--- src/rtl/note_pwm_mixer.sv ---
// Mixes enabled note square waves into one PWM speaker bit and sequences the amp enable.
// Latency: inputs -> active_cnt 2 clk; duty loads at period end; pwm_out 1 clk behind pwm_cnt.
module note_pwm_mixer #(
  parameter int NUM_VOICES  = 8,
  parameter int PWM_BITS    = 8,
  parameter int IDLE_CYCLES = 1000000,
  parameter int WAKE_CYCLES = 1024
) (
  input  logic                            clk,
  input  logic                            rst_n,
  input  logic [NUM_VOICES-1:0]           voice_sq,
  input  logic [NUM_VOICES-1:0]           voice_en,
  input  logic [1:0]                      vol_shift,
  output logic                            pwm_out,
  output logic                            amp_en,
  output logic                            sample_stb,
  output logic [$clog2(NUM_VOICES):0]     active_cnt
);

  localparam int CW   = $clog2(NUM_VOICES) + 1;
  localparam int DW   = PWM_BITS + 1;
  localparam int STEP = (1 << PWM_BITS) / NUM_VOICES;
  localparam int IW   = $clog2(IDLE_CYCLES + 1);
  localparam int WW   = $clog2(WAKE_CYCLES + 1);

  typedef enum logic [1:0] {OFF, WAKE, ACTIVE, DRAIN} state_t;

  state_t                state;
  logic [NUM_VOICES-1:0] voice_sq_r;
  logic [NUM_VOICES-1:0] voice_en_r;
  logic [1:0]            vol_shift_r;
  logic [PWM_BITS-1:0]   pwm_cnt;
  logic [DW-1:0]         duty;
  logic [IW-1:0]         idle_cnt;
  logic [WW-1:0]         wake_cnt;
  logic [CW-1:0]         hits_cnt;
  logic [DW-1:0]         duty_next;
  logic                  any_en;
  logic                  period_end;

  always_comb begin
    hits_cnt = '0;
    for (int i = 0; i < NUM_VOICES; i++) begin
      hits_cnt = hits_cnt + CW'(voice_sq_r[i] & voice_en_r[i]);
    end
  end

  // Full scale (all voices high) lands exactly on 2^PWM_BITS, hence the extra duty bit.
  assign duty_next  = (DW'(active_cnt) * DW'(STEP)) >> vol_shift_r;
  assign any_en     = |voice_en_r;
  assign period_end = &pwm_cnt;

  always_ff @(posedge clk or negedge rst_n) begin
    if (!rst_n) begin
      voice_sq_r  <= '0;
      voice_en_r  <= '0;
      vol_shift_r <= '0;
      active_cnt  <= '0;
      pwm_cnt     <= '0;
      duty        <= '0;
      sample_stb  <= 1'b0;
    end else begin
      voice_sq_r  <= voice_sq;
      voice_en_r  <= voice_en;
      vol_shift_r <= vol_shift;
      active_cnt  <= hits_cnt;
      pwm_cnt     <= pwm_cnt + 1'b1;
      sample_stb  <= period_end;
      if (period_end) begin
        duty <= duty_next;
      end
    end
  end

  always_ff @(posedge clk or negedge rst_n) begin
    if (!rst_n) begin
      state    <= OFF;
      idle_cnt <= '0;
      wake_cnt <= '0;
      amp_en   <= 1'b0;
      pwm_out  <= 1'b0;
    end else begin
      amp_en  <= (state != OFF);
      pwm_out <= (state == ACTIVE) && ({1'b0, pwm_cnt} < duty);
      case (state)
        OFF: begin
          if (any_en) begin
            state    <= WAKE;
            wake_cnt <= '0;
          end
        end
        WAKE: begin
          // Wake always runs to completion so the amp sees a full settle time.
          if (wake_cnt == WW'(WAKE_CYCLES - 1)) begin
            state <= ACTIVE;
          end else begin
            wake_cnt <= wake_cnt + 1'b1;
          end
        end
        ACTIVE: begin
          if (!any_en) begin
            state    <= DRAIN;
            idle_cnt <= '0;
          end
        end
        DRAIN: begin
          if (any_en) begin
            state <= ACTIVE;
          end else if (idle_cnt == IW'(IDLE_CYCLES - 1)) begin
            state <= OFF;
          end else begin
            idle_cnt <= idle_cnt + 1'b1;
          end
        end
        default: state <= OFF;
      endcase
    end
  end

endmodule

--- config.mk ---
export PLATFORM = sky130hd
export DESIGN_NAME = note_pwm_mixer
export DESIGN_NICKNAME = d
export VERILOG_FILES = /design/src/rtl/note_pwm_mixer.sv
export SDC_FILE = /design/constraint.sdc
export NUM_CORES = 1
export LEC_CHECK = 0
export ABC_CLOCK_PERIOD_IN_PS = 3200
export CAP_MARGIN = 15
export CORE_ASPECT_RATIO = 0.5
export CORE_MARGIN = 2
export CORE_UTILIZATION = 58
export DETAILED_ROUTE_END_ITERATION = 6
export MAX_ROUTING_LAYER = met4
export PLACE_DENSITY_LB_ADDON = 0.1
export SKIP_CTS_REPAIR_TIMING = 1
export SLEW_MARGIN = 20
export SYNTH_ARGS = -nofsm -noshare
export SYNTH_HDL_FRONTEND = slang
export SYNTH_SLANG_ARGS = --single-unit
--- constraint.sdc ---
create_clock -name clk -period 3.2 [get_ports clk]
set_input_delay 0.48 -clock clk [delete_from_list [all_inputs] [get_ports clk]]
set_output_delay 0.48 -clock clk [all_outputs]
set_load 0.005 [all_outputs]
======== After elaboration in Yosys (flattened, before gate mapping) ========
Index checks and enable logic that the tools add are counted.
operators by class
  $add $sub $neg .......................... 10
  multipliers ............................. 0
  div/mod/pow operators ................... 0
  order comparisons ....................... 1
  equal/unequal tests ..................... 12
  shift-type cells ........................ 1
  muxes and demuxes ....................... 13
  bitwise gates (word level) .............. 8
  reduce and logical (&&, ||, !) cells .... 10
operator list
  cell                                                                count
  20-bit 2-to-1 mux                                                   3
  20-bit case mux with 2 select lines                                 1
  11-bit 2-to-1 mux                                                   2
  11-bit case mux with 2 select lines                                 1
  20-bit by 1-bit adder with 20-bit output (second input constant)    1
  20-bit == test (second input constant)                              1
  4-bit by 1-bit adder with 4-bit output                              4
  2-bit inequality test (second input constant)                       6
  11-bit by 1-bit adder with 11-bit output (second input constant)    1
  11-bit by 10-bit == test with 1-bit output (second input constant)  1
  2-bit 2-to-1 mux                                                    5
  8-bit by 9-bit < comparator with 1-bit output                       1
  9-bit by 2-bit right shift with 9-bit output                        1
  8-bit by 1-bit adder with 8-bit output (second input constant)      1
  1-bit bitwise AND                                                   8
  2-bit case mux with 4 select lines                                  1
  4-bit AND reduction                                                 2
  8-bit AND reduction                                                 1
  8-bit OR reduction                                                  1
  2-bit nonzero test                                                  3
  3-bit by 1-bit adder with 4-bit output                              1
  2-bit == test (second input constant)                               2
  2-bit by 1-bit adder with 3-bit output                              1
  3-bit inequality test (second input constant)                       1
  other kinds (5)                                                     5
word-level totals
  bits in registers ....................... 75
  latch bits .............................. 0
  bits in writable memories ............... 0
  memory bits (read-only) ................. 0
  bits of input ports ..................... 20
  memories ................................ 0

======== Depth between registers and ports, before layout ========
Gate-level depths: netlist of run 1.
  depth after elaboration ................. 8
  gate-level depth with buffers ........... 9
  gate-level depth less buffers ........... 9

======== Least setup slack after synthesis of run 1 ========
Ideal clock, no wire load.
  kind .................................... flip-flop to flip-flop
  start ................................... register voice_en_r[0]
  end ..................................... register active_cnt[2]
  library setup time ...................... 0.123 ns
  arrival ................................. 2.694 ns
  required time ........................... 3.077 ns
  path slack .............................. 0.384 ns
  cell stages (with the launch flop) ...... 10
  cells stage by stage .................... dfrtp_1 -> nand2_1 -> fa_1 -> fa_1 -> inv_1 -> fa_1 -> ha_1 -> inv_1 -> fa_1 -> xnor2_1
on the way
  cells in the longest elaborated chain, start to end .. 8
RTL lines
  what                                                 line  source
  start: declaration                                   30    logic [NUM_VOICES-1:0] voice_en_r;
  start signal: assignment                             64    voice_en_r <= voice_en;
  1-bit bitwise AND                                    44    hits_cnt = hits_cnt + CW'(voice_sq_r[i] & voice_en_r[i]);
  1-bit by 1-bit adder with 2-bit output               44
  2-bit by 1-bit adder with 3-bit output               44
  3-bit by 1-bit adder with 4-bit output               44
  4-bit by 1-bit adder with 4-bit output (4 in a row)  44
  net hits_cnt[2]                                      36    logic [CW-1:0] hits_cnt;
  end signal: assignment                               66    active_cnt <= hits_cnt;
  end: declaration                                     17    output logic [$clog2(NUM_VOICES):0] active_cnt
The timed path passes the listed nets, and every way through them passes these cells.
A chain may end at the register's enable or synchronous reset.

======== Worst setup path in the final report of run 1 ========
Ends and elaborated chain as after synthesis.

==> results of run 1 <==
cells by family after synthesis:
logic type | Yosys count | share of synthesized area (%)
fa+ha+maj | 16 | 6.64
compound gates | 60 | 10.6
buf+inv | 30 | 3.64
mux | 4 | 1.23
xor+xnor | 10 | 2.53
simple gates | 151 | 22.7
flops | 73 | 52.7
flip-flops by register name, indices dropped and copies added, names as in the netlist:
register / cells
active_cnt: 4
voice_sq_r: 8
amp_en: 1
vol_shift_r: 2
pwm_out: 1
duty: 7
voice_en_r: 8
idle_cnt: 20
pwm_cnt: 8
wake_cnt: 11
state: 2
sample_stb: 1
how the worst max path moves through the flow:
stage                        startpoint             to  slack [ps]  depth (start not counted)
after CTS                 voice_en_r[0]  active_cnt[2]         270                          9
final                     voice_en_r[0]  active_cnt[2]         290                          9
after detailed placement  voice_en_r[0]  active_cnt[2]         280                          9
after global routing      voice_en_r[0]  active_cnt[2]         160                          9
after floorplan           voice_en_r[0]  active_cnt[2]         380                          9
after global placement    voice_en_r[0]  active_cnt[1]         350                          9
stage by stage:
| step | util, % | hold WS, ps | setup WS (ps) | std cells |
|---|---|---|---|---|
| 2_1_floorplan | - | 184 | 384 | 344 |
| 3_3_place_gp | 68.1 | 474 | 347 | 438 |
| 3_5_place_dp | 68.1 | 476 | 278 | 438 |
| 4_1_cts | 74.4 | 200 | 265 | 454 |
| 5_1_grt | 74.4 | 228 | 164 | 454 |
| 6_report | 74.4 | 189 | 290 | 454 |
layer usage:
metal	up-vias	routed length (um)
li1	1285	-
met1	1306	3290
met2	60	3500
met3	16	374
met4	0	133
met5	-	0
where the power goes:
group | leakage (nW) | total [mW] | internal [mW] | switching [mW]
logic | 0.671 | 0.322 | 0.136 | 0.186
clock network | 0.169 | 1.17 | 0.785 | 0.388
registers | 0.948 | 1.04 | 0.979 | 0.0586
synthesized netlist by cell type, drive strengths merged, types with 4 or more instances:
master,instances,area (um2)
dfrtp,73,1830
o211ai,4,30.0
or3,5,31.3
o21ai,28,140
nor4,5,31.3
a21oi,13,65.1
nand4,10,62.6
nand2,46,173
nand2b,5,31.3
nand3b,5,37.5
xnor2,7,61.3
and2,5,31.3
clkbuf,4,15.0
nand3,27,135
buf,6,36.3
inv,20,75.1
nor2,14,52.6
ha,12,150
and3,6,37.5
or4,9,71.3
nor3,6,30.0
fa,4,80.1
cell type report:
cell class / instances / area, um2
sequential: 73 / 1830
multi-input combinational: 241 / 1530
fill: 391 / 1440
timing repair buffer: 31 / 318
clock buffer: 10 / 239
clock inverter: 6 / 115
tap: 73 / 91.3
inverter: 20 / 75.1
worst max-delay path, cell delays in order, from the launching register on:
cell and delay [ps]:
dfrtp_1 340, nand2_1 80, fa_1 500, fa_1 540, inv_1 50, fa_1 530
ha_1 170, inv_1 50, fa_1 380, xnor2_1 140
==> impl_results.md, run 1 <==
- Final hold viol count: 0
- Async SR Flop Fraction: 100%
- WP data required: 3420 ps
- Yosys reg bits: 73
- Mapped Nets: 380
- Mapped Cells: 344
- Design area: 4190 um2
- Busiest grt layer: met2
- Crit path launch type: register
- Yosys cell types: 45
- Area after DPL: 3840 um2
- Share of layout cells above drive strength 1: 7.61%
- Status: complete, no violations
- FF-to-FF path depth: 9
- CORE AREA: 5630 um2
- R2r setup slk: 290 ps
- Initial DRC count: 122
- Max IR drop VDD: 0.489 mV
- Vias in the first global route: 2690
- Total wire length: 7.29 mm
- Kind of critical path: register to register
- Slew @ Worst Pin: 704 ps
- Part of the cycle the worst path needs: 90.9%
- M1 GR Usage: 30.8%
- Dpl hpwl: 4.94 mm
- First-pass GRT wire length: 12.5 mm
- ANT nets after route: 0
- Routed vias: 2667
- RSZ-0062 raised after global routing: no
- CTS clk-pin slew, worst paths: 60 ps
- Worst Hold Class: primary input to asynchronous set/reset pin
- WP data arrival: 3130 ps
- CTS Buffer Depth: 2
- # H-tree levels: 3
- Pins Over Slew Limit: 0
- Reg-to-reg critical path endpoint: active_cnt[2]
- Relative slew slack: 52.7%
- CTS Sinks: 73
- Setup TNS: 0 ps
- CTS tree: built
- Final setup fails: 0
- Met2 Resource Use GR: 40.6%
- Synthesized area per cell: 10.1 um2
- Pin count of the biggest net entering global routing: 44
- Top achievable clock speed: 0.344 GHz
- Area delta synth->final: 20.9%
- Aggregate global routing overflow: 0
- Final period demand of the worst path: 2910 ps
- Critical R2R Launch: voice_en_r[0]
- Die ar.: 6650 um2
- Max-cap violations: 0
- GR Layer Usage met3: 8.55%
- Root Buffer: clkbuf_16
- Post-synthesis sequential area ratio: 52.7%
- Overall power: 2.53 mW
- Worst Setup End Kind: register
- Drt drc: 0
- IO Port Bufs: 26
- Post-synth EDFFs: 0
- Commonest non-fill, non-tap cell in the layout: dfrtp_1
- Drt via density: 5.87
- Worst-skew pair later-pin latency: 340 ps
- Most frequent cells in the layout: 73 x dfrtp_1, 46 x nand2_1, 27 x nand3_1
- Pwr dens: 604 nW/um2
- Fin nets: 412
- Tot GR Track Use: 25.6%
- CTS buffer count: 9
- Drt wl/cell: 16.1 um
- Row cnt: 19
- Cell area after synthesis: 3470 um2
- Initial antenna violation count: 0
- Die Wd: 113 um
- Yosys warnings: 0
- Starting Density: 61.6%
- Die height: 58.7 um
- Drt pass-1 iters: 4
- Worst clock skew: 6.76 ps
- Count of boundary I/O pins: 27
- Inserted Diodes: 0
- Worst Path Max Fanout: 2
- Final GP Congestion: 0.803
- Top FF cell, synth: dfrtp_1
- Pleak: 1.79 nW
Note: power is estimated with default switching activity, not from simulation.
==> inputs of run 2 (changes only) <==
--- a/config.mk
+++ b/config.mk
@@ -5,11 +5,11 @@
 export SDC_FILE = /design/constraint.sdc
 export NUM_CORES = 1
 export LEC_CHECK = 0
-export ABC_CLOCK_PERIOD_IN_PS = 3200
+export ABC_CLOCK_PERIOD_IN_PS = 3800
 export CAP_MARGIN = 15
 export CORE_ASPECT_RATIO = 0.5
 export CORE_MARGIN = 2
-export CORE_UTILIZATION = 58
+export CORE_UTILIZATION = 60
 export DETAILED_ROUTE_END_ITERATION = 6
 export MAX_ROUTING_LAYER = met4
 export PLACE_DENSITY_LB_ADDON = 0.1
==> constraint.sdc (replaced) <==
create_clock -name clk -period 3.8 [get_ports clk]
set_input_delay 0.57 -clock clk [delete_from_list [all_inputs] [get_ports clk]]
set_output_delay 0.57 -clock clk [all_outputs]
set_load 0.005 [all_outputs]
==> run 2 against run 1 <==
Global-route usage increased by 0.089 points. Register-to-register slack improved by 580 ps. Largest power group is now sequential cells. Flip-flop and latch count unchanged. Critical path depth unchanged. Highest routed layer unchanged. Sequential share of layout area increased by 1.1 points. Die area decreased by 3.2%. Cell area decreased by 2.4%. Core utilization decreased by 0.55 points. Hold slack improved by 53 ps.
==> impl_results.md, run 2 (synthesis results as in run 1) <==
- CTS buffer count: 9 (unchanged)
- Share of layout cells above drive strength 1: 6.63% (was 7.61%)
- Die height: 57.8 um (was 58.7 um)
- Final GP Congestion: 0.878 (was 0.803)
- Final hold slack: 242 ps (was 189 ps)
- ANT nets after route: 0 (unchanged)
- Inserted Diodes: 0 (unchanged)
- Most flop-heavy register: idle_cnt (unchanged)
- Vias in the first global route: 2672 (was 2690)
- Slew @ Worst Pin: 672 ps (was 704 ps)
- Slowest-stage cell, CP: fa_1 (unchanged)
- Max-cap violations: 0 (unchanged)
- CORE AREA: 5540 um2 (was 5630 um2)
- Pin count of the biggest net entering global routing: 48 (was 44)
- Worst-skew pair later-pin latency: 330 ps (was 340 ps)
- Critical R2R Launch: voice_en_r[0] (unchanged)
- Max IR drop VDD: 0.385 mV (was 0.489 mV)
- Worst Path Max Fanout: 2 (unchanged)
- CTS Sinks: 73 (unchanged)
- Most common cell on crit path: fa_1 (unchanged)
- CTS tree: built (unchanged)
- Count of boundary I/O pins: 27 (unchanged)
- Final core occ: 73.8% (was 74.4%)
- Aggregate global routing overflow: 0 (unchanged)
- Routed vias: 2729 (was 2667)
- Biggest regs: idle_cnt: 20 flops, wake_cnt: 11 flops (unchanged)
- CTS clk-pin slew, worst paths: 50 ps (was 60 ps)
- Worst clock skew: 7.22 ps (was 6.76 ps)
- Fin nets: 410 (was 412)
- Final hold viol count: 0 (unchanged)
- Top achievable clock speed: 0.341 GHz (was 0.344 GHz)
- Dpl hpwl: 4.93 mm (was 4.94 mm)
- IO Port Bufs: 26 (unchanged)
- Reg-to-reg critical path endpoint: active_cnt[2] (unchanged)
- FF/Latch Area: 1830 um2 (unchanged)
- Crit path launch type: register (unchanged)
- Drt via density: 6.06 (was 5.87)
- CP bufs+invs: 2 (unchanged)
- Final setup fails: 0 (unchanged)
- Part of the cycle the worst path needs: 77.1% (was 90.9%)
- Die Wd: 112 um (was 113 um)
- Relative slew slack: 54.9% (was 52.7%)
- Row cnt: 19 (unchanged)
- CP top delay family: adder cells (unchanged)
- First-pass GRT wire length: 12.4 mm (was 12.5 mm)
- Total wire length: 7.08 mm (was 7.29 mm)
- # H-tree levels: 3 (unchanged)
- Cells along the critical path: nand2_1 > fa_1 > fa_1 > inv_1 > fa_1 > ha_1 > inv_1 > fa_1 > xnor2_1 (unchanged)
- Max reg flops: 20 (unchanged)
- WP data required: 4010 ps (was 3420 ps)
- Post-Layout Cell Count: 450 (was 454)
- Pwr dens: 475 nW/um2 (was 604 nW/um2)
- RSZ-0062 raised after global routing: no (unchanged)
- Slowest stage delay, CP: 540 ps (about the same)
- Pins Over Slew Limit: 0 (unchanged)
- Area occupied by multi-input gates: 1530 um2 (about the same)
- Pre-CTS WS: 840 ps (was 278 ps)
- Setup TNS: 0 ps (unchanged)
- Area delta synth->final: 17.9% (was 20.9%)
- Worst Setup End Kind: register (unchanged)
- Die ar.: 6440 um2 (was 6650 um2)
- Initial antenna violation count: 0 (unchanged)
- Root Buffer: clkbuf_16 (unchanged)
- Pleak: 1.74 nW (was 1.79 nW)
- Fillers: 380 (was 391)
- Dpl cells: 436 (was 438)
- WP data arrival: 3140 ps (was 3130 ps)
- FF-to-FF path depth: 9 (unchanged)
- Starting Density: 62.6% (was 61.6%)
- Initial DRC count: 167 (was 122)
- Tot GR Track Use: 25.7% (was 25.6%)
- Most frequent cells in the layout: 73 x dfrtp_1, 46 x nand2_1, 27 x nand3_1 (unchanged)
- Worst Hold Class: primary input to asynchronous set/reset pin (unchanged)
- Drt pass-1 iters: 5 (was 4)
- R2r setup slk: 870 ps (was 290 ps)
- CTS Buffer Depth: 2 (unchanged)
- Final period demand of the worst path: 2930 ps (was 2910 ps)
- Status: complete, no violations (unchanged)
- Drt wl/cell: 15.7 um (was 16.1 um)
- Commonest non-fill, non-tap cell in the layout: dfrtp_1 (unchanged)
- Drt drc: 0 (unchanged)
- Kind of critical path: register to register (unchanged)
- Final setup margin: 870 ps (was 290 ps)
[run 2: cell types whose count changed in the layout (fill, tap and decap cells not counted), sizes merged]
cell / previous run / this run
buf: 6 / 4
bufinv: 3 / 1
clkbuf: 10 / 11
clkinv: 2 / 1
[run 2: worst max path at each step]
stage                       start             to  cells after the start
finish              voice_en_r[0]  active_cnt[2]                      9
global route        voice_en_r[0]  active_cnt[2]                      9
CTS                 voice_en_r[0]  active_cnt[2]                      9
detailed placement  voice_en_r[0]  active_cnt[2]                      9
global placement    voice_en_r[0]  active_cnt[2]                      9
floorplan           voice_en_r[0]  active_cnt[2]                      9
[run 2: cell type report]
| type | instances | share of cell area [%] |
|---|---|---|
| tap | 73 | 2.23 |
| inverter | 20 | 1.84 |
| multi-input combinational | 241 | 37.5 |
| clock inverter | 3 | 1.04 |
| clock buffer | 11 | 5.93 |
| timing repair buffer | 29 | 6.79 |
| sequential | 73 | 44.7 |
[run 2: metrics by stage]
stage | area [um2] | power, mW
after global placement | 3800 | 1.13
after detailed placement | 3800 | 1.14
after CTS | 4080 | 1.96
after floorplan | 3470 | 1.02
final | 4090 | 1.94
after global routing | 4090 | 2.03
[run 2: power breakdown]
part / internal [mW] / switching (mW) / leakage, nW
Sequential: 0.825 / 0.0471 / 0.948
Combinational: 0.108 / 0.151 / 0.650
Clock: 0.517 / 0.297 / 0.137
Total: 1.45 / 0.495 / 1.74
[run 2: routing by layer]
metal,up-vias,track usage [%],part of all wire [%]
met4,0,10.8,1.7
li1,1287,-,-
met1,1365,31.9,45
met3,15,6.69,3.6
met5,-,-,0
met2,62,41.2,50
[run 2: worst reg2reg max path, stage by stage, from the launching register on]
cell	delay, ps
dfrtp_1	350
nand2_1	90
fa_1	510
fa_1	540
inv_1	60
fa_1	540
ha_1	170
inv_1	50
fa_1	370
xnor2_1	140
